===== src/rtl/controller_poller.sv =====
// -----------------------------------------------------------------------------
// controller_poller
//   Memory-mapped interface for NUM_CONTROLLERS NES-style serial game pads.
//   All pads share one latch/clock pair and are shifted in parallel. A poll
//   starts on a rising edge of vblank_irq or on a CPU write of 1 to STATUS.
//   Button states are gathered into shadow registers and copied to the
//   CPU-visible registers in a single COMMIT cycle, so a CPU read never sees
//   a half-updated sample.
//
//   Register map (offset = cpu_address):
//     2c     pad c buttons[7:0]   (1 = pressed, button 0 = first bit shifted)
//     2c+1   pad c buttons[15:8]  (bits >= BUTTONS read 0)
//     2N     STATUS = {6'b0, new_data, busy}; write data[0]=1 starts a poll,
//            a read clears new_data
//     other  read 0
//
// Ports
//   clk_12_5875   system clock
//   rst           synchronous active-high reset
//   vblank_irq    poll request on its 0->1 transition
//   select        chip select from the address decoder
//   write_enable  CPU write strobe (qualified by select)
//   cpu_address   register offset
//   data_in       CPU write data
//   data_out      CPU read data (combinational, 0 when not selected)
//   ctrl_latch    shared pad latch, active high
//   ctrl_clk      shared pad shift clock, idles low
//   ctrl_data     per-pad serial data, active low
//   busy          poll in progress
// -----------------------------------------------------------------------------
module controller_poller #(
    parameter int NUM_CONTROLLERS = 2,
    parameter int BUTTONS         = 8,
    parameter int CLK_DIV         = 4,
    parameter int ADDR_W          = 3
) (
    input  logic                       clk_12_5875,
    input  logic                       rst,
    input  logic                       vblank_irq,
    input  logic                       select,
    input  logic                       write_enable,
    input  logic [ADDR_W-1:0]          cpu_address,
    input  logic [7:0]                 data_in,
    output logic [7:0]                 data_out,
    output logic                       ctrl_latch,
    output logic                       ctrl_clk,
    input  logic [NUM_CONTROLLERS-1:0] ctrl_data,
    output logic                       busy
);

    localparam int PH_W  = $clog2(2 * CLK_DIV);
    localparam int BIT_W = (BUTTONS > 1) ? $clog2(BUTTONS) : 1;

    localparam logic [PH_W-1:0]   PH_CAP      = PH_W'(CLK_DIV - 1);
    localparam logic [PH_W-1:0]   PH_HIGH     = PH_W'(CLK_DIV);
    localparam logic [PH_W-1:0]   PH_LAST     = PH_W'(2 * CLK_DIV - 1);
    localparam logic [BIT_W-1:0]  BIT_LAST    = BIT_W'(BUTTONS - 1);
    localparam logic [ADDR_W-1:0] STATUS_ADDR = ADDR_W'(2 * NUM_CONTROLLERS);

    typedef enum logic [1:0] {
        S_IDLE,
        S_LATCH,
        S_SHIFT,
        S_COMMIT
    } state_t;

    state_t             state_q, state_d;
    logic [PH_W-1:0]    phase_q, phase_d;
    logic [BIT_W-1:0]   bit_q,   bit_d;
    logic               new_data_q, new_data_d;
    logic               vblank_prev_q;
    logic               vblank_armed_q;
    logic [NUM_CONTROLLERS-1:0] sync1_q, sync2_q;

    logic status_sel;
    logic cpu_req;
    logic status_rd;
    logic vblank_rise;
    logic trigger;
    logic capture;
    logic commit;

    // Only bit 0 of a STATUS write carries meaning.
    logic unused_data_bits;
    assign unused_data_bits = ^data_in[7:1];

    assign status_sel = select && (cpu_address == STATUS_ADDR);
    assign cpu_req    = status_sel && write_enable && data_in[0];
    assign status_rd  = status_sel && !write_enable;

    // vblank_armed_q stays low until vblank_irq has been seen low after
    // reset, so a level held high across reset release is not mistaken for
    // a fresh edge.
    assign vblank_rise = vblank_irq && !vblank_prev_q && vblank_armed_q;
    assign trigger     = cpu_req || vblank_rise;

    // ---------------------------------------------------------------------
    // State registers
    // ---------------------------------------------------------------------
    always_ff @(posedge clk_12_5875) begin
        if (rst) begin
            state_q        <= S_IDLE;
            phase_q        <= '0;
            bit_q          <= '0;
            new_data_q     <= 1'b0;
            vblank_prev_q  <= 1'b0;
            vblank_armed_q <= 1'b0;
            sync1_q        <= '0;
            sync2_q        <= '0;
        end else begin
            state_q        <= state_d;
            phase_q        <= phase_d;
            bit_q          <= bit_d;
            new_data_q     <= new_data_d;
            vblank_prev_q  <= vblank_irq;
            vblank_armed_q <= vblank_armed_q || !vblank_irq;
            sync1_q        <= ctrl_data;
            sync2_q        <= sync1_q;
        end
    end

    // ---------------------------------------------------------------------
    // Next-state logic. Triggers outside IDLE are simply ignored.
    // ---------------------------------------------------------------------
    always_comb begin
        state_d = state_q;
        phase_d = phase_q;
        bit_d   = bit_q;
        capture = 1'b0;
        commit  = 1'b0;

        case (state_q)
            S_IDLE: begin
                if (trigger) begin
                    state_d = S_LATCH;
                    phase_d = '0;
                    bit_d   = '0;
                end
            end
            S_LATCH: begin
                if (phase_q == PH_LAST) begin
                    state_d = S_SHIFT;
                    phase_d = '0;
                    bit_d   = '0;
                end else begin
                    phase_d = phase_q + 1'b1;
                end
            end
            S_SHIFT: begin
                // Sample on the last low phase, just before the rising edge
                // that makes the pad present its next bit.
                capture = (phase_q == PH_CAP);
                if (phase_q == PH_LAST) begin
                    phase_d = '0;
                    if (bit_q == BIT_LAST) begin
                        state_d = S_COMMIT;
                    end else begin
                        bit_d = bit_q + 1'b1;
                    end
                end else begin
                    phase_d = phase_q + 1'b1;
                end
            end
            S_COMMIT: begin
                commit  = 1'b1;
                state_d = S_IDLE;
            end
            default: begin
                state_d = S_IDLE;
            end
        endcase
    end

    // A COMMIT coinciding with a STATUS read leaves new_data set, so the
    // fresh sample is never silently acknowledged.
    always_comb begin
        new_data_d = new_data_q;
        if (commit) begin
            new_data_d = 1'b1;
        end else if (status_rd) begin
            new_data_d = 1'b0;
        end
    end

    assign busy       = (state_q != S_IDLE);
    assign ctrl_latch = (state_q == S_LATCH);
    assign ctrl_clk   = (state_q == S_SHIFT) && (phase_q >= PH_HIGH);

    // ---------------------------------------------------------------------
    // Per-pad shadow (filled during SHIFT) and visible (updated at COMMIT)
    // ---------------------------------------------------------------------
    logic [NUM_CONTROLLERS-1:0][15:0] pad_words;

    genvar gi;
    generate
        for (gi = 0; gi < NUM_CONTROLLERS; gi++) begin : g_pad
            logic [BUTTONS-1:0] shadow_q;
            logic [BUTTONS-1:0] visible_q;

            always_ff @(posedge clk_12_5875) begin
                if (rst) begin
                    shadow_q  <= '0;
                    visible_q <= '0;
                end else begin
                    if (capture) begin
                        shadow_q[bit_q] <= ~sync2_q[gi];
                    end
                    if (commit) begin
                        visible_q <= shadow_q;
                    end
                end
            end

            assign pad_words[gi] = 16'(visible_q);
        end
    endgenerate

    // ---------------------------------------------------------------------
    // CPU read mux
    // ---------------------------------------------------------------------
    always_comb begin
        data_out = 8'h00;
        if (select) begin
            if (cpu_address == STATUS_ADDR) begin
                data_out = {6'b0, new_data_q, busy};
            end
            for (int c = 0; c < NUM_CONTROLLERS; c++) begin
                if (cpu_address == ADDR_W'(2 * c)) begin
                    data_out = pad_words[c][7:0];
                end
                if (cpu_address == ADDR_W'(2 * c + 1)) begin
                    data_out = pad_words[c][15:8];
                end
            end
        end
    end

endmodule


===== config.mk =====
export PLATFORM = sky130hd
export DESIGN_NAME = controller_poller
export DESIGN_NICKNAME = d
export VERILOG_FILES = /design/src/rtl/controller_poller.sv
export SDC_FILE = /design/constraint.sdc
export NUM_CORES = 1
export LEC_CHECK = 0
export BUFFER_PORTS_ARGS = -buffer_cell sky130_fd_sc_hd__buf_2
export CORE_MARGIN = 2
export CORE_UTILIZATION = 59
export CTS_BUF_LIST = sky130_fd_sc_hd__clkbuf_8
export CTS_CLUSTER_DIAMETER = 150
export DETAILED_ROUTE_END_ITERATION = 16
export PLACE_DENSITY = 0.82
export REMOVE_ABC_BUFFERS = 1
export SLEW_MARGIN = 20
export SYNTH_ARGS = -nofsm -noshare
export SYNTH_HDL_FRONTEND = slang
export SYNTH_SLANG_ARGS = --single-unit

===== constraint.sdc =====
create_clock -name clk_12_5875 -period 2 [get_ports clk_12_5875]
set_input_delay 0.2 -clock clk_12_5875 [delete_from_list [all_inputs] [get_ports clk_12_5875]]
set_output_delay 0.2 -clock clk_12_5875 [all_outputs]
set_load 0.005 [all_outputs]

Word level (Yosys, flattened, before mapping)
Cells that the tools add are included.
{"block": "classes", "reduce_logical": 23, "magnitude_cmp": 3, "n_addsub": 2, "n_bitwise": 2, "n_mux": 26, "n_eq_ne": 15}
{"cell": "2-to-1 mux 8 bit", "count": 5}
{"cell": "bitwise mux 8 bit", "count": 2}
{"cell": "2-to-1 mux 3 bit", "count": 5}
{"cell": "2-to-1 mux 2 bit", "count": 5}
{"cell": "== test 3 x 2 -> 1 bit (second input constant)", "count": 3}
{"cell": "== test 3 bit (second input constant)", "count": 3}
{"cell": "one-hot mux 3 bit (3 select lines)", "count": 1}
{"cell": "logical AND 1 bit", "count": 8}
{"cell": "inequality test 2 bit (second input constant)", "count": 4}
{"cell": "one-hot mux 2 bit (4 select lines)", "count": 1}
{"cell": "adder 3 x 1 -> 3 bit (second input constant)", "count": 2}
{"cell": "one-hot mux 3 bit (2 select lines)", "count": 1}
{"cell": "nonzero test 2 bit", "count": 3}
{"cell": "2-to-1 mux 1 bit", "count": 5}
{"cell": "AND reduction 5 bit", "count": 1}
{"cell": "== test 2 bit (second input constant)", "count": 2}
{"cell": "< comparator 3 x 4 -> 1 bit (second input constant)", "count": 1}
{"cell": "AND reduction 4 bit", "count": 1}
{"cell": "demux 1 bit (select 3 bit)", "count": 1}
{"cell": "== test 3 x 1 -> 1 bit (second input constant)", "count": 1}
{"cell": ">= comparator 3 x 1 -> 1 bit (second input constant)", "count": 1}
{"cell": ">= comparator 3 bit (second input constant)", "count": 1}
{"cell": "zero test 1 bit", "count": 3}
{"cell": "zero test 3 bit", "count": 1}
{"cell": "8 further kinds", "count": 10}
{"block": "word_totals", "word_cells": 83, "input_bits": 18, "output_inout_bits": 11, "register_bits": 47}

Depth between registers and ports, before layout
Gate-level depths: netlist of run 1.
{"block": "logic_depth", "depth_word": 7, "depth_mapped": 7, "mapped_depth_nobuf": 6}

Worst setup path before layout of run 1
OpenSTA, ideal clock, no wires.
{"block": "synth_path", "path_kind": "register to register", "from": "register state_q[0]", "to": "register g_pad[0].shadow_q[1]", "path_stages_with_launch": 8, "n_path_buf": 1, "t_required_ps": 1914, "path_slack_ps": 507, "arrival_ps": 1408, "synth_period_minus_slack_ps": 1493, "setup_time_ps": 86, "cell_sequence": "dfxtp_1 > inv_1 > ha_1 > buf_2 > nand3_1 > nor3_1 > nor2_1 > a211oi_1"}
{"block": "synth_between", "elab_chain_cells": 2}
{"item": "from (decl)", "line": "67", "source": "state_t state_q, state_d;"}
{"item": "from (signal assigned)", "line": "111", "source": "state_q <= state_d;"}
{"item": "== test 2 bit", "line": "132", "source": "case (state_q)"}
{"item": "2-to-1 mux 1 bit", "line": "132"}
{"item": "to (signal, indexed assignment)", "line": "206", "source": "shadow_q[bit_q] <= ~sync2_q[gi];"}
{"item": "to (decl)", "line": "197", "source": "logic [BUTTONS-1:0] shadow_q;"}
No other way between the ends.
A chain may end at the register's enable or synchronous reset.

Worst setup path in the final report of run 1
{"block": "layout_path", "from": "register state_q[0]", "to": "register g_pad[1].shadow_q[1]"}
{"block": "layout_between", "elab_chain_cells": 2}
{"item": "== test 2 bit", "line": "132"}
{"item": "2-to-1 mux 1 bit", "line": "132"}
{"item": "to (signal, indexed assignment)", "line": "206"}
{"item": "to (decl)", "line": "197"}
No other way between the ends.

==> flow_summary.yaml, run 1 <==
outcome:
  outcome: "finished clean"
final_layout:
  drive_above_1_share_pct: 14.1
  fin_nets: 268
  area.growth.synth_to_final_pct: 10.2
  multi_input_area_sq_mm: 0.00103
  diodes: 0
  final_cell_mix: "nor2_1 (51), dfxtp_1 (47), mux2i_1 (24)"
  num-fill-cells: 299
  final_util_pct: 67.9
  final_common_cell: "nor2_1"
  final_area_sq_mm: 0.00227
  register_area_sq_um: 941
critical_path:
  slowest_delay_ps: 420
  path_class: "reg2reg"
  arrival_ps: 1970
  worstSetupEndpointType: "flip-flop"
  start_kind: "flip-flop"
  cp_cell_sequence: "inv_1 -> ha_1 -> nand3_1 -> nor3_1 -> nor2_1 -> a211oi_1"
  startpoint: "state_q[0]"
  slowest_stage: "nor3_1"
  required_ps: 2210
  path_max_fanout: 6
  reg2reg_from: "state_q[0]"
timing:
  fin_tns_setup_ps: 0
  finalHoldViolCount: 0
  max_slew_margin_pct: 67.1
  grt_setup_unrepaired: "no"
  fmax_mhz: 569
  worst_pin_slew_ps: 489
  hold_slack_ps: 101
  finalCritPeriodShare_pct: 87.9
  setup_viol: 0
  slew_viol_final: 0
  skew_ps: 3.94
  min_period_ps: 1760
floorplanning:
  core_area_sq_mm: 0.00334
  start_util_pct: 61.6
  fp.dieW_microns: 63.0
  fp.dieH_microns: 63.0
  rows: 21
  ios: 29
  dieArea_sq_mm: 0.00397
logic_synthesis:
  synth-seq-area-share_pct: 45.8
  ys.flop_type: "dfxtp_1"
  ys_warn_count: 0
  ys_ff_latch: 47
  netlist_area_sq_mm: 0.00206
  syn_inst: 221
  ys_types: 32
  avgSynthCellArea_sq_um: 9.30
  synth_edf_count: 0
  synthArstFlopShare_pct: 0
pwr:
  p_int_mw: 1.35
  seqPwrFrac_pct: 51.8
  clockPowerShare_pct: 27.5
  p_comb_share_pct: 20.7
  p_sw_share_pct: 29.2
  ir_drop_mv: 0.737
  power.leakage_nw: 0.860
  p_per_area_mw_per_mm2: 844
  total_power_mw: 1.91
  p_sw_mw: 0.558
clock_network:
  clk_pin_slew_ps: 80
  clock_path_buffers: 2
  cts_hold_buf: 0
  ctsRootBufferMaster: "clkbuf_8"
  insertion_delay_ps: 290
  cts_buffers: 5
  cts_resized: 0
  cts_sinks: 47
  cts_tree: "done"
  post_cts_buffers: 0
  h-tree-depth: 2
global_routing:
  grtUsageTotal_pct: 20.4
  grt_overflow: 0
  grt_pass1_vias: 1487
  grt_max_degree: 32
  grt_pass1_wl_mm: 6.38
  antenna_found_initial: 0
job:
  maxCapViolCount: 0
detailed_routing:
  ant_nets: 0
  routed-via-count: 1538
  routed_via_density: 5.36
  wire_per_inst_microns: 12.4
  drt_iter0_markers: 63
  drt_pass1_iterations: 4
  drc_errors: 0
  wirelength_mm: 3.57
place:
  io_buffers: 21
  postPlaceCellArea_sq_mm: 0.00218
  gp_congestion: 0.768
  hpwl_mm: 2.54
hold_path:
  hold_start: "vblank_irq"
  hp-class: "in2reg"
==> cell families (layout without fill, tap and decap cells) <==
logic type	after synthesis	count (layout)	share of synthesized area, %
buffers and inverters	20	40	4.20
AO/OA/AOI/OAI	40	40	13.7
AND/OR/NAND/NOR	80	80	18.6
adder cells (fa/ha/maj)	10	10	6.09
flip-flops	47	47	45.8
multiplexers	24	24	11.7
==> cell usage after synthesis, types with 2 or more instances <==
master    instances  area share [%]
inv_1             8             1.5
buf_1             2            0.37
ha_1             10             6.1
o21ai_0           7             1.7
nand3_1           3            0.73
a211oi_1         16             5.8
clkbuf_1          6             1.1
nor2b_1           5             1.5
dfxtp_1          47              46
nor3_1            3            0.73
nand4_1           2            0.61
and2_1            2            0.61
mux2i_1          24              12
nor2_1           51             9.3
a31oi_1           2            0.61
buf_2             3            0.73
nand2b_1          4             1.2
nand2_1           4            0.73
a21oi_1           9             2.2
==> flip-flops by register name (all words and copies together), names as in the netlist <==
name and flops:
bit_q 3, phase_q 3, new_data_q 1, vblank_armed_q 1
vblank_prev_q 1, g_pad.shadow_q 16, sync1_q 2, sync2_q 2
g_pad.visible_q 16, state_q 2
==> cell type report <==
type	count	area share [%]
sequential	47	41.5
clock buffer	5	3.04
tap	46	2.54
clock inverter	3	0.552
multi-input combinational	154	45.4
inverter	8	1.33
timing repair buffer	24	5.63
==> routing by layer <==
metal / wire length, microns / track usage, % / vias to the layer above
met1: 1700 / 24.8 / 704
met5: 0 / 0 / -
met4: 70 / 10.0 / 0
li1: - / - / 804
met3: 131 / 5.41 / 8
met2: 1670 / 33.1 / 22
==> power groups by stage <==
stage,registers (mW),logic [mW],clock network [mW]
finish,0.991,0.395,0.526
global route,0.994,0.452,0.585
CTS,0.990,0.394,0.538
detailed placement,1.01,0.392,0
global placement,1.01,0.384,0
floorplan,1.00,0.271,0
==> per-stage QoR <==
stage / std cells / worst slack (ps)
2_1_floorplan: 209 / 444
3_3_place_gp: 279 / 425
3_5_place_dp: 279 / 277
4_1_cts: 287 / 258
5_1_grt: 287 / 55.0
6_report: 287 / 242
==> critical path, delay by kind of cell, from the launching register on <==
family | cells | cell delay, ps
buf+inv | 1 | 140
compound gates | 1 | 220
flops | 1 | 340
fa+ha+maj | 1 | 300
simple gates | 3 | 680
==> final timing paths <==
check / end / slack (ps) / cells after the start
min reg2reg: sync2_q[1] / 450 / 1
max: g_pad[1].shadow_q[1] / 240 / 6
max reg2reg: g_pad[1].shadow_q[1] / 240 / 6
min: vblank_armed_q / 100 / 2
(Power assumes the default switching activity.)
==> inputs of run 2 (changes only) <==
--- a/config.mk
+++ b/config.mk
@@ -7,13 +7,14 @@
 export LEC_CHECK = 0
 export BUFFER_PORTS_ARGS = -buffer_cell sky130_fd_sc_hd__buf_2
 export CORE_MARGIN = 2
-export CORE_UTILIZATION = 59
+export CORE_UTILIZATION = 45
 export CTS_BUF_LIST = sky130_fd_sc_hd__clkbuf_8
 export CTS_CLUSTER_DIAMETER = 150
 export DETAILED_ROUTE_END_ITERATION = 16
-export PLACE_DENSITY = 0.82
+export PLACE_DENSITY_LB_ADDON = 0.25
 export REMOVE_ABC_BUFFERS = 1
 export SLEW_MARGIN = 20
 export SYNTH_ARGS = -nofsm -noshare
 export SYNTH_HDL_FRONTEND = slang
 export SYNTH_SLANG_ARGS = --single-unit
+export TNS_END_PERCENT = 30
==> run 2 against run 1 <==
  * Power rose by 0.61%
  * Fmax rose by 0.65%
  * Clock-buffer cell count did not move
  * Cell count rose by 1.7%
  * First-iteration DRC count rose by 9.5%
  * Highest routed layer unchanged
==> flow_summary.yaml, run 2 (synthesis results as in run 1) <==
detailed_routing:
  ant_nets: 0
  wire_per_inst_microns: 12.6
  routed-via-count: 1506
  drc_errors: 0
  routed_via_density: 5.16
  drt_iter0_markers: 69
  wirelength_mm: 3.68
  drt_pass1_iterations: 4
final_layout:
  num-fill-cells: 425
  final_area_sq_mm: 0.00227
  final_cell_mix: "nor2_1 (51), dfxtp_1 (47), mux2i_1 (24)"
  top_regs: "g_pad.shadow_q: 16 flops, g_pad.visible_q: 16 flops"
  final_common_cell: "nor2_1"
  diodes: 0
  drive_above_1_share_pct: 14.6
  area.growth.synth_to_final_pct: 10.7
  fin_nets: 268
timing:
  finalCritPeriodShare_pct: 87.3
  min_period_ps: 1750
  fmax_mhz: 573
  worst_pin_slew_ps: 509
  hold_slack_ps: 99.9
  max_slew_margin_pct: 66.0
  skew_ps: 4.94
  setup_viol: 0
  finalHoldViolCount: 0
  slew_viol_final: 0
  grt_setup_unrepaired: "no"
  fin_tns_setup_ps: 0
critical_path:
  arrival_ps: 1960
  slowest_delay_ps: 400
  cp_cell_sequence: "inv_1 -> ha_1 -> nand3_1 -> nor3_1 -> nor2_1 -> a211oi_1"
  path_class: "reg2reg"
  cp_top_family: "simple AND/OR/NAND/NOR gates"
  worstSetupEndpointType: "flip-flop"
  critPathBufInv: 1
  start_kind: "flip-flop"
  slowest_stage: "nor3_1"
  required_ps: 2210
  path_max_fanout: 7
clock_network:
  post_cts_buffers: 0
  h-tree-depth: 2
  cts_hold_buf: 0
  clk_pin_slew_ps: 80
  cts_resized: 0
  clock_path_buffers: 2
  insertion_delay_ps: 290
  cts_sinks: 47
  cts_buffers: 5
  ctsRootBufferMaster: "clkbuf_8"
  cts_tree: "done"
floorplanning:
  core_area_sq_mm: 0.00438
  start_util_pct: 46.9
  rows: 24
  ios: 29
  fp.dieW_microns: 71.6
  dieArea_sq_mm: 0.00513
  fp.dieH_microns: 71.6
outcome:
  outcome: "finished clean"
place:
  io_buffers: 21
  postPlaceCellArea_sq_mm: 0.00219
  gp_congestion: 0.781
  hpwl_mm: 2.61
pwr:
  p_per_area_mw_per_mm2: 846
  power.leakage_nw: 0.854
  ir_drop_mv: 0.524
global_routing:
  grt_max_degree: 29
  grt_overflow: 0
  antenna_found_initial: 0
  grt_pass1_wl_mm: 6.29
  grt_pass1_vias: 1391
  grtUsageTotal_pct: 15.6
hold_path:
  hp-class: "in2reg"
job:
  maxCapViolCount: 0
==> run 2: changes by cell type in the layout (fill, tap and decap cells not counted) <==
| cell | before | now |
|---|---|---|
| inv_1 | 10 | 8 |
| clkinv_4 | 0 | 1 |
==> run 2: final timing paths <==
check	start	to	slack (ps)	cells after the start
setup / recovery	state_q[0]	g_pad[0].shadow_q[1]	250	6
hold / removal	vblank_irq	vblank_armed_q	100	2
setup reg to reg	state_q[0]	g_pad[0].shadow_q[1]	250	6
hold reg to reg	sync1_q[0]	sync2_q[0]	440	1
==> run 2: worst register-to-register path: stages, from the launching register on <==
cell	delay, ps
dfxtp_1	330
inv_1	120
ha_1	330
nand3_1	200
nor3_1	400
nor2_1	80
a211oi_1	210
==> run 2: per-stage QoR <==
| stage | setup WS (ps) | power [mW] | util [%] | std cells |
|---|---|---|---|---|
| 2_1_floorplan | 444 | 1.28 | - | 209 |
| 3_3_place_gp | 345 | 1.40 | 50.0 | 285 |
| 3_5_place_dp | 278 | 1.41 | 50.0 | 285 |
| 4_1_cts | 251 | 1.95 | 51.9 | 292 |
| 5_1_grt | 3.06 | 2.03 | 51.9 | 292 |
| 6_report | 254 | 1.92 | 51.9 | 292 |
==> run 2: area by class of cell <==
| type | instances | area [sq um] | share of cell area, % |
|---|---|---|---|
| sequential | 47 | 941 | 41.4 |
| clock inverter | 2 | 13.8 | 0.605 |
| timing repair buffer | 24 | 128 | 5.61 |
| tap | 52 | 65.1 | 2.86 |
| multi-input combinational | 154 | 1030 | 45.2 |
| inverter | 8 | 30.0 | 1.32 |
| clock buffer | 5 | 68.8 | 3.03 |
==> run 2: where the power goes <==
group	switching (mW)	leakage (nW)	internal (mW)
clock	0.303	0.0440	0.239
sequential	0.0227	0.380	0.965
combinational	0.240	0.429	0.154
==> run 2: routing by layer <==
metal  GRT usage [%]  wire [microns]
met3            3.52              94
met2            24.3            1670
met5               0               0
met1            20.8            1870
met4            6.71              48
